File: src/rtl/pc_pkg.sv
// Shared select codes and address width for the program-counter block.
package pc_pkg;

  localparam int unsigned PC_W = 10;

  localparam logic [1:0] PC_SEQ  = 2'b00;
  localparam logic [1:0] PC_XFER = 2'b01;
  localparam logic [1:0] PC_HOLD = 2'b10;
  localparam logic [1:0] PC_JR   = 2'b11;

  localparam logic [1:0] PC_BEQZ = 2'b00;
  localparam logic [1:0] PC_JREL = 2'b01;
  localparam logic [1:0] PC_JABS = 2'b10;
  localparam logic [1:0] PC_BNEZ = 2'b11;

endpackage

File: src/rtl/pc_unit_if.sv
// Control-unit / instruction-memory side signals of the program counter.
interface pc_unit_if;
  import pc_pkg::*;

  logic [1:0]      PC_MUX;
  logic [1:0]      PC_DIRECT_CH;
  logic [31:0]     PC_rd;
  logic [31:0]     RESULT;
  logic [15:0]     instr;
  logic [PC_W-1:0] PC;
  logic [PC_W-1:0] PC_2;

  modport master (
    output PC_MUX, PC_DIRECT_CH, PC_rd, RESULT, instr,
    input  PC, PC_2
  );

  modport slave (
    input  PC_MUX, PC_DIRECT_CH, PC_rd, RESULT, instr,
    output PC, PC_2
  );
endinterface

File: src/rtl/pc_next_mux.sv
// Combinational next-PC selection: sequential, transfer, hold, jump-register.
// PC_BNZ_EN enables the branch-if-nonzero transfer type.
module pc_next_mux
  import pc_pkg::*;
(
  input  logic [PC_W-1:0] pc,
  input  logic [1:0]      pc_mux,
  input  logic [1:0]      direct_ch,
  input  logic [31:0]     pc_rd,
  input  logic [31:0]     result,
  input  logic [15:0]     instr,
  output logic [PC_W-1:0] next_pc
);

  logic [PC_W-1:0] seq;
  logic [PC_W-1:0] off;
  logic [PC_W-1:0] imm;
  logic [PC_W-1:0] rel;
  logic            res_zero;
  logic            unused_bits;

  // Sign-extending instr[9:0] then shifting left by one and truncating to
  // 10 bits leaves only instr[8:0]; the sign bit never reaches the result.
  always_comb begin
    seq      = pc + PC_W'(2);
    off      = {instr[8:0], 1'b0};
    imm      = {instr[8:0], 1'b0};
    rel      = seq + off;
    res_zero = (result == '0);
  end

  always_comb begin
    next_pc = seq;
    case (pc_mux)
      PC_SEQ:  next_pc = seq;
      PC_XFER: begin
        case (direct_ch)
          PC_BEQZ: next_pc = res_zero ? rel : seq;
          PC_JREL: next_pc = rel;
          PC_JABS: next_pc = imm;
`ifdef PC_BNZ_EN
          PC_BNEZ: next_pc = res_zero ? seq : rel;
`else
          default: next_pc = seq;
`endif
        endcase
      end
      PC_HOLD: next_pc = pc;
      PC_JR:   next_pc = {pc_rd[PC_W-1:1], 1'b0};
      default: next_pc = seq;
    endcase
  end

  assign unused_bits = ^{instr[15:9], pc_rd[31:PC_W], pc_rd[0]};

endmodule

File: src/rtl/pc_unit.sv
// Program-counter register with asynchronous active-low reset and PC+2 link output.
// Optional macro: PC_BNZ_EN (branch-if-nonzero on PC_DIRECT_CH=11).
module pc_unit
  import pc_pkg::*;
(
  input  logic     clk,
  input  logic     reset,
  pc_unit_if.slave bus
);

  logic [PC_W-1:0] pc_q;
  logic [PC_W-1:0] pc_d;
  logic [PC_W-1:0] next_pc;

  pc_next_mux u_next_mux (
    .pc        (pc_q),
    .pc_mux    (bus.PC_MUX),
    .direct_ch (bus.PC_DIRECT_CH),
    .pc_rd     (bus.PC_rd),
    .result    (bus.RESULT),
    .instr     (bus.instr),
    .next_pc   (next_pc)
  );

  always_comb begin
    pc_d = next_pc & ~PC_W'(1);
  end

  always_ff @(posedge clk or negedge reset) begin
    if (!reset) pc_q <= '0;
    else        pc_q <= pc_d;
  end

  always_comb begin
    bus.PC   = pc_q;
    bus.PC_2 = pc_q + PC_W'(2);
  end

endmodule

File: src/flat_wrapper.sv
// flat-port wrapper written by rule: the top's interface ports become plain ports
module pc_unit_flat import pc_pkg::*;
  (clk, reset, bus_PC_MUX, bus_PC_DIRECT_CH, bus_PC_rd, bus_RESULT, bus_instr, bus_PC, bus_PC_2);
  pc_unit_if bus_i ();
  input  logic clk;
  input  logic reset;
  input wire logic [$bits(bus_i.PC_MUX)-1:0] bus_PC_MUX;
  input wire logic [$bits(bus_i.PC_DIRECT_CH)-1:0] bus_PC_DIRECT_CH;
  input wire logic [$bits(bus_i.PC_rd)-1:0] bus_PC_rd;
  input wire logic [$bits(bus_i.RESULT)-1:0] bus_RESULT;
  input wire logic [$bits(bus_i.instr)-1:0] bus_instr;
  output wire logic [$bits(bus_i.PC)-1:0] bus_PC;
  output wire logic [$bits(bus_i.PC_2)-1:0] bus_PC_2;
  assign bus_i.PC_MUX = bus_PC_MUX;
  assign bus_i.PC_DIRECT_CH = bus_PC_DIRECT_CH;
  assign bus_i.PC_rd = bus_PC_rd;
  assign bus_i.RESULT = bus_RESULT;
  assign bus_i.instr = bus_instr;
  assign bus_PC = bus_i.PC;
  assign bus_PC_2 = bus_i.PC_2;
  pc_unit u_core (.clk(clk), .reset(reset), .bus(bus_i));
endmodule
File: config.mk
export PLATFORM = sky130hd
export DESIGN_NAME = pc_unit_flat
export DESIGN_NICKNAME = d
export VERILOG_FILES = /design/src/rtl/pc_pkg.sv /design/src/rtl/pc_unit_if.sv /design/src/rtl/pc_next_mux.sv /design/src/rtl/pc_unit.sv /design/src/flat_wrapper.sv
export SDC_FILE = /design/constraint.sdc
export NUM_CORES = 1
export LEC_CHECK = 0
export BUFFER_PORTS_ARGS = -buffer_cell sky130_fd_sc_hd__buf_2
export CAP_MARGIN = 10
export CORE_MARGIN = 4
export CORE_UTILIZATION = 35
export CTS_CLUSTER_SIZE = 12
export DETAILED_ROUTE_END_ITERATION = 10
export GPL_TIMING_DRIVEN = 1
export PLACE_DENSITY = 0.84
export SLEW_MARGIN = 25
export SYNTH_ARGS = -nofsm -noshare
export SYNTH_HDL_FRONTEND = slang
export SYNTH_SLANG_ARGS = --single-unit
export TNS_END_PERCENT = 1
File: constraint.sdc
create_clock -name clk -period 3.2 [get_ports clk]
set_input_delay 0.16 -clock clk [delete_from_list [all_inputs] [get_ports clk]]
set_output_delay 0.16 -clock clk [all_outputs]
set_load 0.05 [all_outputs]
Word-level counts from Yosys, hierarchy flattened
Index checks and enable logic that the tools add are counted.

$add $sub $neg: 2. Equality and inequality tests: 5. Multiplexer cells: 3. Reductions and logical operators: 3.

Operators by type and width (number): 10-bit one-hot mux with 4 select lines (1); 32-bit logical NOT (1); 10-bit one-hot mux with 3 select lines (1); 10-bit adder (1); 10-bit by 2-bit adder with 10-bit output, second input constant (1); 10-bit two-way mux (1); 2-bit == test, second input constant (3); 2-bit by 1-bit == test with 1-bit output, second input constant (2); 2-bit logical NOT (2).

Register bits: 9. Input bits: 86. Output and inout port bits: 20. Logic and storage cells: 14.

Depth between registers and ports, before layout
Word-level depth: 5. Mapped depth: 11. Gate-level depth less buffers: 11.

Cells and area by module
From an unflattened synthesis, not the netlist that was laid out.

Cells, all modules: 200. Area total of the unflattened synthesis: 1540.2 µm².

By module, submodules not included: pc_next_mux (instances 1, cells an instance 169, area an instance 1163.6 µm², seq. area each 0.0 µm²); pc_unit (instances 1, cells an instance 31, area an instance 376.6 µm², seq. area each 225.2 µm²).

Worst setup path after synthesis
Ideal clock, no wire load.

Kind: flip-flop to flip-flop. From: register u_core.pc_q[1], in the netlist u_core.bus.PC[1]. To: register u_core.pc_q[9], in the netlist u_core.bus.PC[9]. Setup time: 129 ps. Arrival time: 3465 ps. Required time: 3071 ps. Slack: -394 ps. Stages on the path, launching flop included: 12. Path buffers: 0. Period minus slack after synthesis: 3594 ps. Cell sequence: dfrtp_1 > ha_1 > nand3_2 > nor2_1 > xor2_1 > ha_1 > or2_2 > nand2_1 > a31oi_1 > or3_1 > a32oi_1 > nand3_1.

Cells in the longest elaborated chain, start to end: 5.

Ends and longest elaborated chain: start: declaration (RTL line pc_unit.sv:11) `logic [PC_W-1:0] pc_q;`; start signal: assignment (RTL line pc_unit.sv:31) `else pc_q <= pc_d;`; 10-bit by 2-bit adder with 10-bit output (*); named net bus_PC_2[7] (RTL line flat_wrapper.sv:13) `output wire logic [$bits(bus_i.PC_2)-1:0] bus_PC_2;`; 10-bit adder (*) (RTL line pc_next_mux.sv:28) `rel = seq + off;`; 10-bit two-way mux (RTL line pc_next_mux.sv:38) `PC_BEQZ: next_pc = res_zero ? rel : seq;`; 10-bit one-hot mux with 3 select lines (*) (RTL line pc_next_mux.sv:37) `case (direct_ch)`; 10-bit one-hot mux with 4 select lines (*) (RTL line pc_next_mux.sv:34) `case (pc_mux)`.

Mark *: on every way through the listed nets, which the timed path passes. The rest lies on a longest branch. A chain may end at the register's enable or synchronous reset.

Final worst setup path
From: register u_core.pc_q[1], in the netlist u_core.bus.PC[1]. To: register u_core.pc_q[9], in the netlist u_core.bus.PC[9].

Cells in the longest elaborated chain, start to end: 5.

Ends and longest elaborated chain: 10-bit by 2-bit adder with 10-bit output (*) (RTL line pc_next_mux.sv:25) `seq = pc + PC_W'(2);`; 10-bit adder (RTL line pc_next_mux.sv:28); 10-bit two-way mux (RTL line pc_next_mux.sv:38); 10-bit one-hot mux with 3 select lines (RTL line pc_next_mux.sv:37); 10-bit one-hot mux with 4 select lines (*) (RTL line pc_next_mux.sv:34).

Mark *: on every way between the ends. The rest lies on a longest branch, timed or not.

==> out/qor_table.md <==
| Stage | Result | Value |
|:---|:---|:---|
| cts | Clock buffers created by TritonCTS | 3 |
| yosys | Leading cell types by count after synthesis | nor2_1, nand2_1, dfrtp_1, ha_1 |
| yosys | Dominant cell type by area after synthesis | dfrtp_1 |
| global route | Met1 Resource Use GR | 0.2062 |
| yosys | Netlist Area Pre-Place | 0.001309 mm2 |
| place | Pre-CTS setup slack | 397.5 ps |
| yosys | Number of enable-type register cells in the synthesized netlist | 0 |
| global route | Global routing's busiest layer | met2 |
| job | Number of max-capacitance violations reported | 0 |
| cts | TritonCTS clock tree | built |
| yosys | Top-area cell type share of the netlist area | 0.1721 |
| pwr | Power per Cell Area | 674.5 mW/mm2 |
| cts | Clock tree sinks | 9 |
| yosys | Mean cell area of the mapped netlist | 7.522 um2 |
| global route | Via count of the first global-routing pass | 1536 |
| cts | Buffer depth of the longest clock path | 2 |
| worst setup path | Crit-path max FO | 6 |
| worst setup path | Setup CP Type | flip-flop to flip-flop |
| cells and area | Filler cells | 351 |
| pwr | Worst ir drop on vdd | 0.4032 mV |
| worst setup path | Cell-by-cell listing of the critical path | ha_1 > nand3_2 > nor2_1 > xor2_4 > ha_1 > or2_2 > nand2_1 > a31oi_1 > or3_1 > a32oi_1 > nand3_1 |
| worst setup path | Worst path required time | 3300 ps |
| global route | Aggregate global-route resource usage | 0.1672 |
| cts | Clock root cell | clkbuf_8 |
| worst setup path | Slowest Stage Delay on Critical Path | 430 ps |
| pwr | Total power | 1.218 mW |
| floorplanning | Starting density of the core | 0.3773 |
| floorplanning | Core footprint | 0.003468 mm2 |
| timing | Period Utilization, post-route | 0.8734 |
| place | Gp weighted congestion | 0.8855 |
| timing | Number of pins with negative max-slew slack in the final report | 0 |
| yosys | Warnings, synthesis | 0 |
| yosys | Largest cells by area after synthesis | dfrtp_1, ha_1, nor2_1 |
| cells and area | Post-route standard cell area excluding fillers | 0.001805 mm2 |
| cts | CTS Hold Bufs | 1 |
| min path | Class of the tightest hold or removal check | input port to flip-flop |
| timing | Minimum setup slack in the final design | 405.3 ps |
| pwr | Total leakage power | 0.8802 nW |
| worst setup path | Category of the worst setup path capture point | flip-flop |
| global route | Met2 track utilization from global routing | 0.2786 |
| detailed routing | Average detailed-routed wire length per instance | 13.66 um |
| yosys | Number of cells produced by synthesis | 174 |
| yosys | Post-synthesis async set-or-reset flop share | 1.000 |
| yosys | Number of flip-flops and latches in the synthesized netlist | 9 |
| cells and area | Combined flip-flop and latch cell area | 227.7 um2 |
| worst setup path | CP dominant cell by count | ha_1 |
| timing | Final setup fails | 0 |
| timing | Final Hold Violating Endpoints | 0 |
| yosys | Distinct cell type count after synthesis | 54 |
| cts | H-Tree Level Count | 1 |
| worst setup path | Critical Path Slowest Stage Cell | dfrtp_2 |
| cts | Post-cts resize count | 0 |
| timing | Post-layout min period | 2795 ps |
| timing | Summed negative setup slack over all endpoints | 0 ps |
| timing | RSZ-0062 raised after global routing | no |
| detailed routing | Residual DRC | 0 |
| floorplanning | Boundary Pins | 106 |
| place | Number of buffer cells added on primary ports | 73 |
| floorplanning | Die Outline Area | 0.004782 mm2 |
| cells and area | Fraction of layout instances using a drive strength above 1 | 0.3796 |
| yosys | Sequential element share of the synthesized area | 0.1721 |
| place | Post-DP Area | 0.001749 mm2 |
| cts | Worst skew pair latency | 230 ps |
| global route | Number of antenna violations at the first check in global routing | 0 |
| cells and area | Number of inserted diodes | 0 |
| global route | Pin count of the biggest net entering global routing | 28 |
| worst setup path | CP arrival | 2900 ps |
| timing | Highest attainable clock frequency | 357.8 MHz |
| cells and area | Synthesis-to-layout area growth | 37.95% |
| detailed routing | Total via count after detailed routing | 1613 |
| worst setup path | Category of the worst setup path launch point | flip-flop |
| cells and area | Flip-flop count of the largest register after layout | 9 |
| floorplanning | Chip Width | 69.15 um |
| timing | Clock tree skew after final layout | 5.150 ps |
| status | Run status | completed |
| cells and area | Final core utilization | 0.5206 |
| cells and area | Multi-input gate area in the final layout | 0.001072 mm2 |
| detailed routing | Routed Antenna Nets | 0 |
| cts | Clock transition at the register clock pins on the worst setup and hold paths after CTS | 50 ps |
| place | DP HPWL | 3.378 mm |
| detailed routing | Detailed Route Iter0 Violations | 98 |
| yosys | Most used DFF post-synth | dfrtp_1 |
| detailed routing | WL final | 3.974 mm |
| cells and area | Count of nets after finishing | 342 |
| global route | Met3 Use GR | 0.06541 |
| cts | Buffer count from post-CTS setup fixing | 0 |
| global route | Sum of overflow across all layers after global routing | 0 |
| floorplanning | Core Rows | 21 |
| global route | First-pass GRT wire length | 6.810 mm |
| yosys | Cell with the most instances after synthesis | nor2_1 |
| detailed routing | Number of detailed-route iterations in the first pass | 5 |
| detailed routing | Via-to-Cell Ratio | 5.543 |
| floorplanning | Y dimension of the die | 69.15 um |
area by class of cell:
cell class | count | area share
clock inverter | 1 | 0.002772
timing repair buffer | 74 | 0.2079
sequential | 9 | 0.1261
tap | 46 | 0.03188
multi-input combinational | 151 | 0.5939
clock buffer | 3 | 0.02287
inverter | 7 | 0.01455
cell usage in the layout (no fill, tap or decap), types with 2 or more instances in the layout:
cell type / instances
nand3b_1: 2
and3_1: 2
a21o_1: 3
nand2_1: 14
a31oi_1: 5
mux2i_1: 2
xnor2_1: 2
o22ai_1: 6
xnor2_2: 2
ha_1: 9
xor2_2: 3
a21oi_1: 8
nand2b_1: 5
a32oi_1: 2
o22a_1: 3
or3_1: 2
nor2b_1: 2
buf_2: 73
clkbuf_8: 3
mux2_2: 2
inv_1: 7
nor2_1: 20
o21ai_0: 7
dfrtp_1: 7
a2bb2oi_1: 3
conb_1: 2
dfrtp_2: 2
nor4_1: 8
xor2_1: 4
nand3_1: 5
nand4_1: 3
path summary, 6_finish.rpt:
kind	startpoint	endpoint	slack, ps	depth (start not counted)
max in group asynchronous	reset	u_core.bus.PC[1]	2700	2
worst max register to register	u_core.bus.PC[1]	u_core.bus.PC[9]	410	11
min in group asynchronous	reset	u_core.bus.PC[4]	310	2
worst min register to register	u_core.bus.PC[2]	u_core.bus.PC[2]	550	1
worst min-delay path	bus_instr[6]	u_core.bus.PC[7]	230	3
worst max-delay path	u_core.bus.PC[1]	u_core.bus.PC[9]	410	11
logic make-up after synthesis:
| group | Yosys count | synth area share |
|---|---|---|
| xor gates and xnor gates | 12 | 0.08604 |
| other | 1 | 0.002865 |
| and+or+nand+nor | 71 | 0.2782 |
| buffers and inverters | 15 | 0.04876 |
| adders and majority gates | 10 | 0.1013 |
| DFF | 9 | 0.1721 |
| muxes | 4 | 0.03250 |
| AOI/OAI and AO/OA | 52 | 0.2782 |
power by group:
part / internal [mW] / switching [mW]
registers: 0.146 / 0.0563
logic: 0.307 / 0.575
clock network: 0.0851 / 0.0476
metal layers:
metal	routed length (um)	vias to the layer above
met1	1679	731
met2	1824	85
met3	420	8
li1	-	789
met5	0	-
met4	48	0
per-stage QoR:
stage | instances | hold WS [ps]
after global placement | 286 | 21.54
after CTS | 291 | 224.5
after detailed placement | 286 | 24.28
after global routing | 291 | 235.5
after floorplan | 175 | -135.6
final | 291 | 230.5
critical path: cells and delay by family, from the launching register on:
kind            cells  cell delay, ps
simple gates        6            1250
fa+ha+maj           2             530
flops               1             430
compound gates      2             250
xor+xnor            1             200
Power figures use the tool's default switching activity.
